## src/rtl/arith_pkg.sv

```systemverilog
// Shared definitions for the serial arithmetic cells: controller states,
// legal operand width range and the bit-counter sizing helper.
package arith_pkg;

    localparam int WIDTH_MIN = 1;
    localparam int WIDTH_MAX = 32;

    typedef enum logic [1:0] {
        IDLE  = 2'd0,
        SHIFT = 2'd1,
        DONE  = 2'd2
    } sa_state_e;

    // Counter runs 0..width-1; sized for width+1 so width=1 still gets one bit.
    function automatic int cnt_width(input int width);
        return $clog2(width + 1);
    endfunction

endpackage

```

## src/rtl/full_adder.sv

```systemverilog
// Single-bit full adder built from two half-adder stages.
module full_adder (
    input  logic a,
    input  logic b,
    input  logic cin,
    output logic sum,
    output logic cout
);

    logic ha1_s;
    logic ha1_c;
    logic ha2_c;

    // First half adder combines the operand bits, second folds in the carry.
    always_comb begin
        ha1_s = a ^ b;
        ha1_c = a & b;
        sum   = ha1_s ^ cin;
        ha2_c = ha1_s & cin;
        cout  = ha1_c | ha2_c;
    end

endmodule

```

## src/rtl/serial_adder.sv

```systemverilog
// Bit-serial adder: one full-adder cell plus a carry flop, LSB first,
// start/busy/done handshake with the result held until the next completion.
//
// state | meaning
// ------+-----------------------------------------------------------
// IDLE  | waiting for start; operands and carry-in captured on start
// SHIFT | one bit per clock through the full adder, WIDTH cycles
// DONE  | one-cycle done pulse; sum/cout already updated
module serial_adder
    import arith_pkg::*;
#(
    parameter int WIDTH = 8
) (
    input  logic             clk,
    input  logic             rst,
    input  logic             start,
    input  logic [WIDTH-1:0] a,
    input  logic [WIDTH-1:0] b,
    input  logic             cin,
    output logic             busy,
    output logic             done,
    output logic [WIDTH-1:0] sum,
    output logic             cout
);

    localparam int CNT_W = cnt_width(WIDTH);
    localparam logic [CNT_W-1:0] CNT_LAST = CNT_W'(WIDTH - 1);

    // Reject out-of-range widths at elaboration.
    if (WIDTH < WIDTH_MIN || WIDTH > WIDTH_MAX) begin : g_bad_width
        $error("serial_adder: WIDTH out of range");
    end

    sa_state_e        state_q;
    sa_state_e        state_d;

    logic [WIDTH-1:0] a_sh;
    logic [WIDTH-1:0] b_sh;
    logic [WIDTH-1:0] sum_sh;
    logic [WIDTH-1:0] sum_sh_nxt;
    logic             carry_q;
    logic [CNT_W-1:0] cnt_q;
    logic             last_bit;

    logic             fa_s;
    logic             fa_c;

    full_adder u_fa (
        .a    (a_sh[0]),
        .b    (b_sh[0]),
        .cin  (carry_q),
        .sum  (fa_s),
        .cout (fa_c)
    );

    assign last_bit = (cnt_q == CNT_LAST);
    assign busy     = (state_q == SHIFT);
    assign done     = (state_q == DONE);

    // New sum bits enter at the MSB so after WIDTH shifts bit 0 is the LSB.
    always_comb begin
        sum_sh_nxt            = sum_sh >> 1;
        sum_sh_nxt[WIDTH-1]   = fa_s;
    end

    // State register.
    always_ff @(posedge clk or posedge rst) begin
        if (rst) begin
            state_q <= IDLE;
        end else begin
            state_q <= state_d;
        end
    end

    // Next-state logic; start is only looked at in IDLE.
    always_comb begin
        state_d = state_q;
        case (state_q)
            IDLE: begin
                if (start) begin
                    state_d = SHIFT;
                end
            end
            SHIFT: begin
                if (last_bit) begin
                    state_d = DONE;
                end
            end
            DONE: begin
                state_d = IDLE;
            end
            default: begin
                state_d = IDLE;
            end
        endcase
    end

    // Operand capture, bit-serial shifting and result update.
    always_ff @(posedge clk or posedge rst) begin
        if (rst) begin
            a_sh    <= '0;
            b_sh    <= '0;
            sum_sh  <= '0;
            carry_q <= 1'b0;
            cnt_q   <= '0;
            sum     <= '0;
            cout    <= 1'b0;
        end else begin
            case (state_q)
                IDLE: begin
                    if (start) begin
                        a_sh    <= a;
                        b_sh    <= b;
                        carry_q <= cin;
                        cnt_q   <= '0;
                    end
                end
                SHIFT: begin
                    a_sh    <= a_sh >> 1;
                    b_sh    <= b_sh >> 1;
                    sum_sh  <= sum_sh_nxt;
                    carry_q <= fa_c;
                    cnt_q   <= cnt_q + 1'b1;
                    // The published result only moves on the edge into DONE.
                    if (last_bit) begin
                        sum  <= sum_sh_nxt;
                        cout <= fa_c;
                    end
                end
                default: begin
                end
            endcase
        end
    end

endmodule
```

## config.mk

```make
export PLATFORM = sky130hd
export DESIGN_NAME = serial_adder
export DESIGN_NICKNAME = d
export VERILOG_FILES = /design/src/rtl/arith_pkg.sv /design/src/rtl/full_adder.sv /design/src/rtl/serial_adder.sv
export SDC_FILE = /design/constraint.sdc
export NUM_CORES = 1
export LEC_CHECK = 0
export CAP_MARGIN = 40
export CORE_AREA = 8 8 73 75
export CTS_BUF_LIST = sky130_fd_sc_hd__clkbuf_4
export DETAILED_ROUTE_END_ITERATION = 10
export DIE_AREA = 0 0 81 83
export PLACE_DENSITY = 0.66
export SYNTH_ARGS = -nofsm -noshare
export SYNTH_HDL_FRONTEND = slang
export SYNTH_HIERARCHICAL = 1
export SYNTH_SLANG_ARGS = --single-unit
```

## constraint.sdc

```tcl
create_clock -name clk -period 3.3 [get_ports clk]
set_input_delay 0.66 -clock clk [delete_from_list [all_inputs] [get_ports clk]]
set_output_delay 0.66 -clock clk [all_outputs]
set_load 0.01 [all_outputs]
```

# Word level (Yosys, flattened, before mapping)
# Cells that the tools add are included.
dict set report word_totals {
  regBits 40
  out_inout_bits 11
  in_bits 20
  wordCells 35
}
dict set report classes {
  addsub 1
  bitwise_logic 5
  muxes 11
  n_reduce_logical 5
  n_eq_ne 5
}
# op n
set ops {}
lappend ops {{$pmux W8 S2} 2}
lappend ops {{$mux W8} 2}
lappend ops {{$pmux W4 S2} 1}
lappend ops {{$reduce_and A2 Y1} 3}
lappend ops {{$add A4 B1 Y4 const B} 1}
lappend ops {{$eq A4 B3 Y1 const B} 1}
lappend ops {{$mux W2} 2}
lappend ops {{$mux W4} 1}
lappend ops {{$pmux W2 S2} 1}
lappend ops {{$and A1 B1 Y1} 2}
lappend ops {{$eq A2 B1 Y1 const B} 1}
lappend ops {{$eq A2 B2 Y1 const B} 1}
lappend ops {{$logic_not A2 Y1} 1}
lappend ops {{$ne A2 B1 Y1 const B} 1}
lappend ops {{$ne A2 B2 Y1 const B} 1}
lappend ops {{$pmux W1 S2} 1}
lappend ops {{$reduce_bool A2 Y1} 1}
lappend ops {{$xor A1 B1 Y1} 2}
lappend ops {{$mux W1} 1}
lappend ops {{$or A1 B1 Y1} 1}

# Logic depth before layout (Yosys ltp)
# Gate-level depths: netlist (run 1).
dict set report depth {
  word_depth 4
  depth_mapped 5
  mapped_depth_nobuf 4
}

# By module
# The synthesis (run 1) kept the hierarchy.
# module area_each_um2 cells_each instances seq_area_each_um2
set modules_own_cells {}
lappend modules_own_cells {serial_adder 1580.3 148 1 975.9}
lappend modules_own_cells {full_adder 20.0 1 1 0.0}

# Least setup slack after synthesis (run 1)
# OpenSTA, ideal clock, no wires.
dict set report synth_path {
  kind {register -> output}
  start {register state_q[1]}
  end {output busy}
  required_ps 2640
  slack_ps 1698
  path_stages_with_launch 4
  arrival_time_ps 942
  path_cell_list {dfrtp_1 > nand2b_2 > inv_2 > buf_2}
}
dict set report synth_via {
  elab_chain_cells 1
}
# item line
set synth_rtl {}
lappend synth_rtl {{start: declaration} serial_adder.sv:34} ;# sa_state_e state_q;
lappend synth_rtl {{start signal: assignment} serial_adder.sv:71} ;# state_q <= state_d;
lappend synth_rtl {{$eq A2 B1 Y1} serial_adder.sv:57} ;# assign busy = (state_q == SHIFT);
lappend synth_rtl {{end: declaration} serial_adder.sv:20} ;# output logic busy,
# Every way passes these cells.

# Worst setup path in the final report (run 1)
# Ends and elaborated chain as after synthesis.

==> results of run 1 <==
worst max-delay path by stage:
stage / startpoint / to / slack, ns / depth (start not counted)
finish: state_q[1]$_DFFE_PP0P_ / busy / 0.87 / 3
global route: state_q[1]$_DFFE_PP0P_ / busy / 0.74 / 3
CTS: state_q[1]$_DFFE_PP0P_ / busy / 0.83 / 3
detailed placement: start / b_sh[1]$_DFFE_PP0P_ / 1.22 / 5
global placement: start / cnt_q[2]$_DFFE_PP0P_ / 0.99 / 3
floorplan: state_q[1]$_DFFE_PP0P_ / busy / 1.70 / 3
placed cells by master, fill, tap and decap left out, types with 2 or more instances in the layout:
cell type / n
nand2_1: 61
dfrtp_1: 39
clkdlybuf4s50_1: 30
a22oi_1: 15
mux2_2: 7
clkbuf_4: 7
buf_4: 5
nand3_1: 3
o21ai_0: 3
mux2_1: 2
flip-flops by register name, summed over array words and instances (netlist names):
name     flops
a_sh         8
b_sh         8
sum          8
sum_sh       7
cnt_q        4
state_q      2
carry_q      1
cout         1
metal layers:
layer / global-route usage / wire length [um]
met3: 0.0453 / 194
met2: 0.172 / 1530
met5: 0 / 0
met1: 0.127 / 1500
met4: 0.0293 / 41
tightest hold or removal path: cells and delay by family (launching register included):
| kind | cells | cell delay (ns) |
|---|---|---|
| simple gates | 2 | 0.10 |
| flops | 1 | 0.36 |
stage by stage:
| step | total power [mW] | setup slack (ns) | hold slack [ns] | utilization |
|---|---|---|---|---|
| finish | 1.71 | 0.874 | 0.484 | 0.485 |
| global route | 1.86 | 0.744 | 0.528 | 0.485 |
| CTS | 1.74 | 0.832 | 0.490 | 0.485 |
| detailed placement | 1.49 | 1.22 | 0.463 | 0.472 |
| global placement | 1.44 | 0.993 | 0.452 | 0.470 |
| floorplan | 1.22 | 1.70 | 0.440 | - |
kinds of logic after synthesis:
kind of cell / share of synthesized area
AO/OA/AOI/OAI: 0.0938
adder cells (fa/ha/maj): 0.0203
buffers and inverters: 0.0172
flip-flops: 0.610
multiplexers: 0.0696
AND/OR/NAND/NOR: 0.189
final cells by class:
cell class	instances	area [um^2]	share of cell area
clock buffers	7	52.6	0.0258
well taps	52	65.1	0.0319
multi-input cells	103	597	0.292
inverters	2	7.51	0.00368
flip-flops and latches	39	976	0.478
repair buffers	35	338	0.166
clock inverters	1	5.00	0.00245
power groups by stage:
stage	logic (mW)	registers, mW	clock network (mW)
2_1_floorplan	0.408	0.808	0
3_3_place_gp	0.642	0.800	0
3_5_place_dp	0.682	0.812	0
4_1_cts	0.681	0.802	0.258
5_1_grt	0.754	0.831	0.279
6_report	0.664	0.801	0.242
==> impl_metrics.yaml, run 1 <==
power:
  combPwrFrac: 0.389
  clockPowerShare: 0.142
  cell_internal_pwr_mw: 1.10
  netSwitchingPower_uw: 611
  p_per_area_nw_per_um2: 837
  p_leak_nw: 0.988
  ir_drop_mv: 0.273
  swShare: 0.358
  p_seq_frac: 0.469
route:
  dr.first_iter.drc_count: 85
  post-route-drc-count: 0
  vias: 1178
  wl_per_cell_um: 13.7
  viasPerCell: 4.93
  dr.pass1.iters: 4
  drt_wl_total_mm: 3.27
  final_antenna_net_count: 0
timing:
  final_hold_viol_count: 0
  fmax_ghz: 0.412
  rsz0062_at_grt: "false"
  skew_ns: 0.00853
  slew_viol_final: 0
  finalSetupTns_ns: 0
  tightest_slew_ns: 0.828
  post-route-period-util: 0.735
  maxSlewHeadroom: 0.447
  final-setup-viol-count: 0
  fin_crit_ns: 2.43
yosys:
  yosys_warnings: 6
  synth_top_area_cell: "dfrtp_1"
  synth_top_area_frac: 0.610
  synth-edff-count: 0
  async_flop_share: 1.00
  synth.avg_cell_area_um2: 10.7
  synth_common_cells: "nand2_1, dfrtp_1, a22oi_1, mux2_2"
  ys_types: 24
  netlist_area_um2: 1600
  ys_ff_latch: 39
  seq_area_frac_synth: 0.610
  yosysMostFrequentCell: "nand2_1"
  syn_inst: 149
  yosys-top-cells-area: "dfrtp_1, nand2_1, a22oi_1, mux2_2, mux2_1"
  ys.flop_type: "dfrtp_1"
  syn_nets: 171
critical_path:
  timing.reg2reg.setup_slack_ns: 1.50
  crit_chain: "nand2b_2, inv_2, clkdlybuf4s50_1"
  reg2reg_depth: 3
  cp_max_fo: 14
  r2r_start: "state_q[1]$_DFFE_PP0P_"
  critPathKind: "register to output port"
  crit_buf_inv: 2
  required_ns: 2.64
  reg2reg_to: "sum[0]$_DFFE_PP0P_"
  slowest_stage: "clkdlybuf4s50_1"
  critPathMaxStageDelay_ns: 0.54
  cp-start-kind: "register"
  cp-end-kind: "output port"
  cp_data_arrival_time_ns: 1.77
  cp_top_family: "buffers and inverters"
cells_and_area:
  drive_above_1_share: 0.139
  diodes: 0
  final_cells: 239
  n_fill_cell: 401
  final_cell_area_um2: 2040
  final_nets: 208
  syn2layout_area_growth_pct: 27.5
min_path:
  hp-start: "b_sh[6]$_DFFE_PP0P_"
  hold_path.class: "register to register"
  hold_end: "b_sh[6]$_DFFE_PP0P_"
  whs_path_depth: 2
placement:
  gp_congestion: 0.771
  port_buffers: 30
  dp_cells: 231
  hpwl_mm: 2.40
  placed_area_um2: 1980
cts:
  numCtsBuffers: 5
  cts_root_buf: "clkbuf_4"
  cts_setup_buffers: 0
  cts.clk_slew.worst_paths_ns: 0.10
  cts_resized: 0
  worstSkewPairLatency_ns: 0.34
  cts.path.max_buffers: 2
  hold_buffers: 0
  cts_tree: "yes"
  numClockSinks: 39
  htreeDepth: 2
die:
  die_h_um: 83
  dieArea_um2: 6720
  die_w_um: 81
  core_um2: 4200
  start_util: 0.381
  io-pin-count: 31
  fp-row-count: 24
grt:
  grt_pass1_wl_mm: 5.75
  antenna_found_initial: 0
  grt_pass1_vias: 1312
  grt_max_degree: 27
  gr-total-overflow: 0
  track_usage: 0.107
run_status:
  status: "finished clean"
run:
  max_cap_violations: 0
(Power assumes the default switching activity.)
==> inputs of run 2 (changes only) <==
clock period = 2.35 ns   (was 3.3 ns; I/O delays follow)
==> run 2 against run 1 <==
Compared with the run above:
- combinational power up 39%
- wire length is essentially flat
- flip-flop and latch count did not move
- setup slack got worse by 0.74 ns
- critical path depth did not move
- critical path type unchanged
- largest power group unchanged
- highest routed layer unchanged
==> impl_metrics.yaml, run 2 (synthesis gave the netlist of run 1 again) <==
run_status:
  status: "finished clean"
cts:
  hold_buffers: 0
  cts_tree: "yes"
  cts_setup_buffers: 0
  numClockSinks: 39
  cts.clk_slew.worst_paths_ns: 0.11
  htreeDepth: 2
  worstSkewPairLatency_ns: 0.33
  numCtsBuffers: 5
  cts_root_buf: "clkbuf_4"
  cts.path.max_buffers: 2
  cts_resized: 0
critical_path:
  cp-end-kind: "output port"
  critPathMaxStageDelay_ns: 0.53
  crit_chain: "nand2b_2, inv_2, clkdlybuf4s50_1"
  required_ns: 1.88
  cp-start-kind: "register"
  cp_max_fo: 14
  r2r_start: "state_q[1]$_DFFE_PP0P_"
  cp-startpoint: "state_q[1]$_DFFE_PP0P_"
  critPathKind: "register to output port"
  slowest_stage: "clkdlybuf4s50_1"
  cp_data_arrival_time_ns: 1.75
  cp_top_family: "buffers and inverters"
  crit_buf_inv: 2
  timing.reg2reg.setup_slack_ns: 0.56
timing:
  post-route-period-util: 0.945
  fmax_ghz: 0.450
  tightest_slew_ns: 0.522
  final-setup-viol-count: 0
  rsz0062_at_grt: "false"
  skew_ns: 0.00679
  timing.hold.ws_ns: 0.479
  slew_viol_final: 0
  finalSetupTns_ns: 0
  maxSlewHeadroom: 0.651
  fin_crit_ns: 2.22
  final_hold_viol_count: 0
power:
  p_leak_nw: 0.976
  combPwrFrac: 0.391
  p_per_area_nw_per_um2: 1170
  p_total_mw: 2.36
  cell_internal_pwr_mw: 1.50
  swShare: 0.363
  p_seq_frac: 0.479
  clockPowerShare: 0.130
  ir_drop_mv: 0.506
  netSwitchingPower_uw: 856
grt:
  grt_pass1_wl_mm: 5.67
  gr-total-overflow: 0
  grt_max_degree: 40
  grt_pass1_vias: 1265
  antenna_found_initial: 0
  track_usage: 0.105
cells_and_area:
  layout.cells.most_common: "nand2_1"
  diodes: 0
  ff_latch_area_um2: 976
  reg_top3: "a_sh (8), b_sh (8), sum (8)"
  final_cell_area_um2: 2020
  syn2layout_area_growth_pct: 26.3
  multiInputGateArea_um2: 597
  n_fill_cell: 394
  final_cell_mix: "nand2_1, dfrtp_1, clkdlybuf4s50_1, a22oi_1, mux2_2"
  drive_above_1_share: 0.124
  final_nets: 207
route:
  post-route-drc-count: 0
  dr.pass1.iters: 4
  drt_wl_total_mm: 3.28
  final_antenna_net_count: 0
  wl_per_cell_um: 13.8
  viasPerCell: 4.90
  dr.first_iter.drc_count: 97
  vias: 1161
die:
  dieArea_um2: 6720
  die_w_um: 81
  fp-row-count: 24
  io-pin-count: 31
  core_um2: 4200
  start_util: 0.381
  die_h_um: 83
placement:
  gp_congestion: 0.742
  port_buffers: 30
  hpwl_mm: 2.30
  placed_area_um2: 1980
run:
  max_cap_violations: 0
min_path:
  hold_path.class: "register to register"
  hp-start: "sum_sh[1]$_DFFE_PP0P_"
-- run 2: cell types whose count changed in the layout (fill, tap and decap cells not counted), sizes merged --
cell    before  now
clkinv       1    2
clkbuf       7    5
buf          5    4
-- run 2: worst register-to-register path: stages (launching register included) --
cell and delay [ns]:
dfrtp_1 0.43, nand2b_2 0.34, nor3_4 0.52, mux2_2 0.40
-- run 2: path summary, 6_finish.rpt --
path	depth (start not counted)	end
max in group asynchronous	3	b_sh[0]$_DFFE_PP0P_
worst max register to register	3	sum[1]$_DFFE_PP0P_
worst min-delay path	2	sum_sh[1]$_DFFE_PP0P_
min in group asynchronous	3	sum[4]$_DFFE_PP0P_
worst max-delay path	3	busy
worst min register to register	2	sum_sh[1]$_DFFE_PP0P_
-- run 2: power by group through the flow --
| stage | Clock [mW] | Sequential, mW | Combinational (mW) |
|---|---|---|---|
| global route | 0.351 | 1.17 | 1.04 |
| CTS | 0.325 | 1.13 | 0.945 |
| detailed placement | 0 | 1.15 | 0.943 |
| floorplan | 0 | 1.13 | 0.573 |
| finish | 0.308 | 1.13 | 0.923 |
| global placement | 0 | 1.13 | 0.910 |
-- run 2: area by class of cell --
class / instances / share of cell area
Clock inverter: 2 / 0.00433
Multi-Input combinational cell: 103 / 0.295
Timing Repair Buffer: 34 / 0.163
Clock buffer: 5 / 0.0186
Tap cell: 52 / 0.0322
Inverter: 2 / 0.00371
Sequential cell: 39 / 0.483
-- run 2: metrics by stage --
stage,cells,setup slack [ns],utilization
floorplan,149,0.882,-
global route,237,0.0244,0.481
global placement,230,0.525,0.470
finish,237,0.130,0.481
detailed placement,230,0.489,0.470
CTS,237,0.0969,0.481
-- run 2: metal layers --
layer,GRT usage,vias to the layer above,part of all wire
met5,0,-,0
met4,0.0390,0,0.013
met3,0.0345,7,0.055
met2,0.170,27,0.49
met1,0.125,555,0.44
li1,-,572,-
==> inputs of run 3 (changes only) <==
clock period = 2.81 ns   (was 2.35 ns; I/O delays follow)
==> run 3 against run 2 <==
Compared with the run above:
- worst hold slack better by 0.0095 ns
- setup slack better by 0.34 ns
- clock skew fell by 0.0036 ns
- register-to-register slack better by 0.43 ns
- clock-buffer cell count is 1 higher
- utilization hardly changed
- sequential share of layout area about the same
- critical path depth unchanged
- non-clock buffer count unchanged
- via count increased by 1.0%
==> impl_metrics.yaml, run 3 (synthesis gave the netlist of run 1 again) <==
run_status:
  status: "finished clean"
power:
  swShare: 0.361
  netSwitchingPower_uw: 717
  ir_drop_mv: 0.395
  combPwrFrac: 0.394
  p_leak_nw: 0.975
  clockPowerShare: 0.133
  cell_internal_pwr_mw: 1.27
  p_seq_frac: 0.473
  p_per_area_nw_per_um2: 983
grt:
  antenna_found_initial: 0
  grt_max_degree: 40
  grt.met3_usage: 0.0442
  grt_pass1_wl_mm: 5.89
  met2_usage: 0.175
  busiest_layer: "met2"
  gr-total-overflow: 0
  grtUsageMet1: 0.131
  track_usage: 0.110
  grt_pass1_vias: 1317
timing:
  fmax_ghz: 0.428
  slew_viol_final: 0
  setup_ws_ns: 0.473
  post-route-period-util: 0.832
  tightest_slew_ns: 0.766
  fin_crit_ns: 2.34
  skew_ns: 0.00318
  rsz0062_at_grt: "false"
  finalSetupTns_ns: 0
  final_hold_viol_count: 0
  final-setup-viol-count: 0
  maxSlewHeadroom: 0.488
cts:
  htreeDepth: 2
  worstSkewPairLatency_ns: 0.33
  numCtsBuffers: 5
  cts_tree: "yes"
  cts.path.max_buffers: 2
  cts_resized: 0
  hold_buffers: 0
  cts_setup_buffers: 0
  numClockSinks: 39
  cts.clk_slew.worst_paths_ns: 0.10
  cts_root_buf: "clkbuf_4"
die:
  die_w_um: 81
  start_util: 0.381
  core_um2: 4200
  io-pin-count: 31
  die_h_um: 83
  dieArea_um2: 6720
  fp-row-count: 24
placement:
  hpwl_mm: 2.37
  port_buffers: 30
  dpl_worst_slack_ns: 0.725
  gp_congestion: 0.750
route:
  dr.first_iter.drc_count: 42
  wl_per_cell_um: 14.0
  drt_wl_total_mm: 3.30
  vias: 1173
  dr.pass1.iters: 4
  final_antenna_net_count: 0
  post-route-drc-count: 0
  viasPerCell: 4.97
critical_path:
  cp_data_arrival_time_ns: 1.78
  cp_max_fo: 14
  cp-start-kind: "register"
  critPathKind: "register to output port"
  cp-end-kind: "output port"
  required_ns: 2.25
cells_and_area:
  final_nets: 207
  syn2layout_area_growth_pct: 26.3
  layout.cells.most_common: "nand2_1"
  reg_top3: "a_sh (8), b_sh (8), sum (8)"
  final_cell_mix: "nand2_1, dfrtp_1, clkdlybuf4s50_1, a22oi_1, mux2_2"
  n_fill_cell: 392
  drive_above_1_share: 0.125
  diodes: 0
run:
  max_cap_violations: 0
min_path:
  hold_path.class: "register to register"
-- run 3: cell count changes in the layout (fill, tap and decap cells not counted), sizes merged --
cell | previous run | this run
clkbuf | 5 | 6
clkinv | 2 | 0
-- run 3: per-layer routing --
layer / routed length (um) / part of all wire
met3: 244 / 0.074
met1: 1440 / 0.44
met4: 25 / 0.0076
met2: 1590 / 0.48
met5: 0 / 0
-- run 3: power by group through the flow --
stage / clock network, mW / registers (mW) / logic [mW]
after global placement: 0 / 0.939 / 0.754
after CTS: 0.280 / 0.941 / 0.801
after detailed placement: 0 / 0.953 / 0.801
after floorplan: 0 / 0.949 / 0.479
final: 0.264 / 0.939 / 0.783
after global routing: 0.297 / 0.977 / 0.888
-- run 3: cell type report --
class / count / area, um^2 / share of cell area
Sequential cell: 39 / 976 / 0.483
Tap cell: 52 / 65.1 / 0.0322
Clock buffer: 6 / 45.0 / 0.0223
Inverter: 2 / 7.51 / 0.00372
Multi-Input combinational cell: 103 / 597 / 0.295
Timing Repair Buffer: 34 / 330 / 0.163
-- run 3: path summary, 6_finish.rpt --
path                                   startpoint                   to  slack, ns  cells past startpoint
max                        state_q[1]$_DFFE_PP0P_                 busy       0.47                      3
max reg2reg                state_q[1]$_DFFE_PP0P_   sum[4]$_DFFE_PP0P_       0.99                      3
min reg2reg                   a_sh[6]$_DFFE_PP0P_  a_sh[6]$_DFFE_PP0P_       0.49                      2
min                           a_sh[6]$_DFFE_PP0P_  a_sh[6]$_DFFE_PP0P_       0.49                      2
max in group asynchronous                     rst  a_sh[2]$_DFFE_PP0P_       1.84                      3
min in group asynchronous                     rst   sum[6]$_DFFE_PP0P_       0.64                      3
-- run 3: per-stage QoR --
step | cells | utilization | hold slack (ns) | instance area (um^2) | power, mW
2_1_floorplan | 149 | - | 0.440 | 1600 | 1.43
3_3_place_gp | 229 | 0.468 | 0.453 | 1970 | 1.69
3_5_place_dp | 230 | 0.470 | 0.464 | 1980 | 1.75
4_1_cts | 236 | 0.481 | 0.490 | 2020 | 2.02
5_1_grt | 236 | 0.481 | 0.524 | 2020 | 2.16
6_report | 236 | 0.481 | 0.488 | 2020 | 1.99
-- run 3: worst max-delay path, cell delays in order (launching register included) --
cell             delay, ns
dfrtp_1               0.43
nand2b_2              0.36
inv_2                 0.12
clkdlybuf4s50_1       0.54
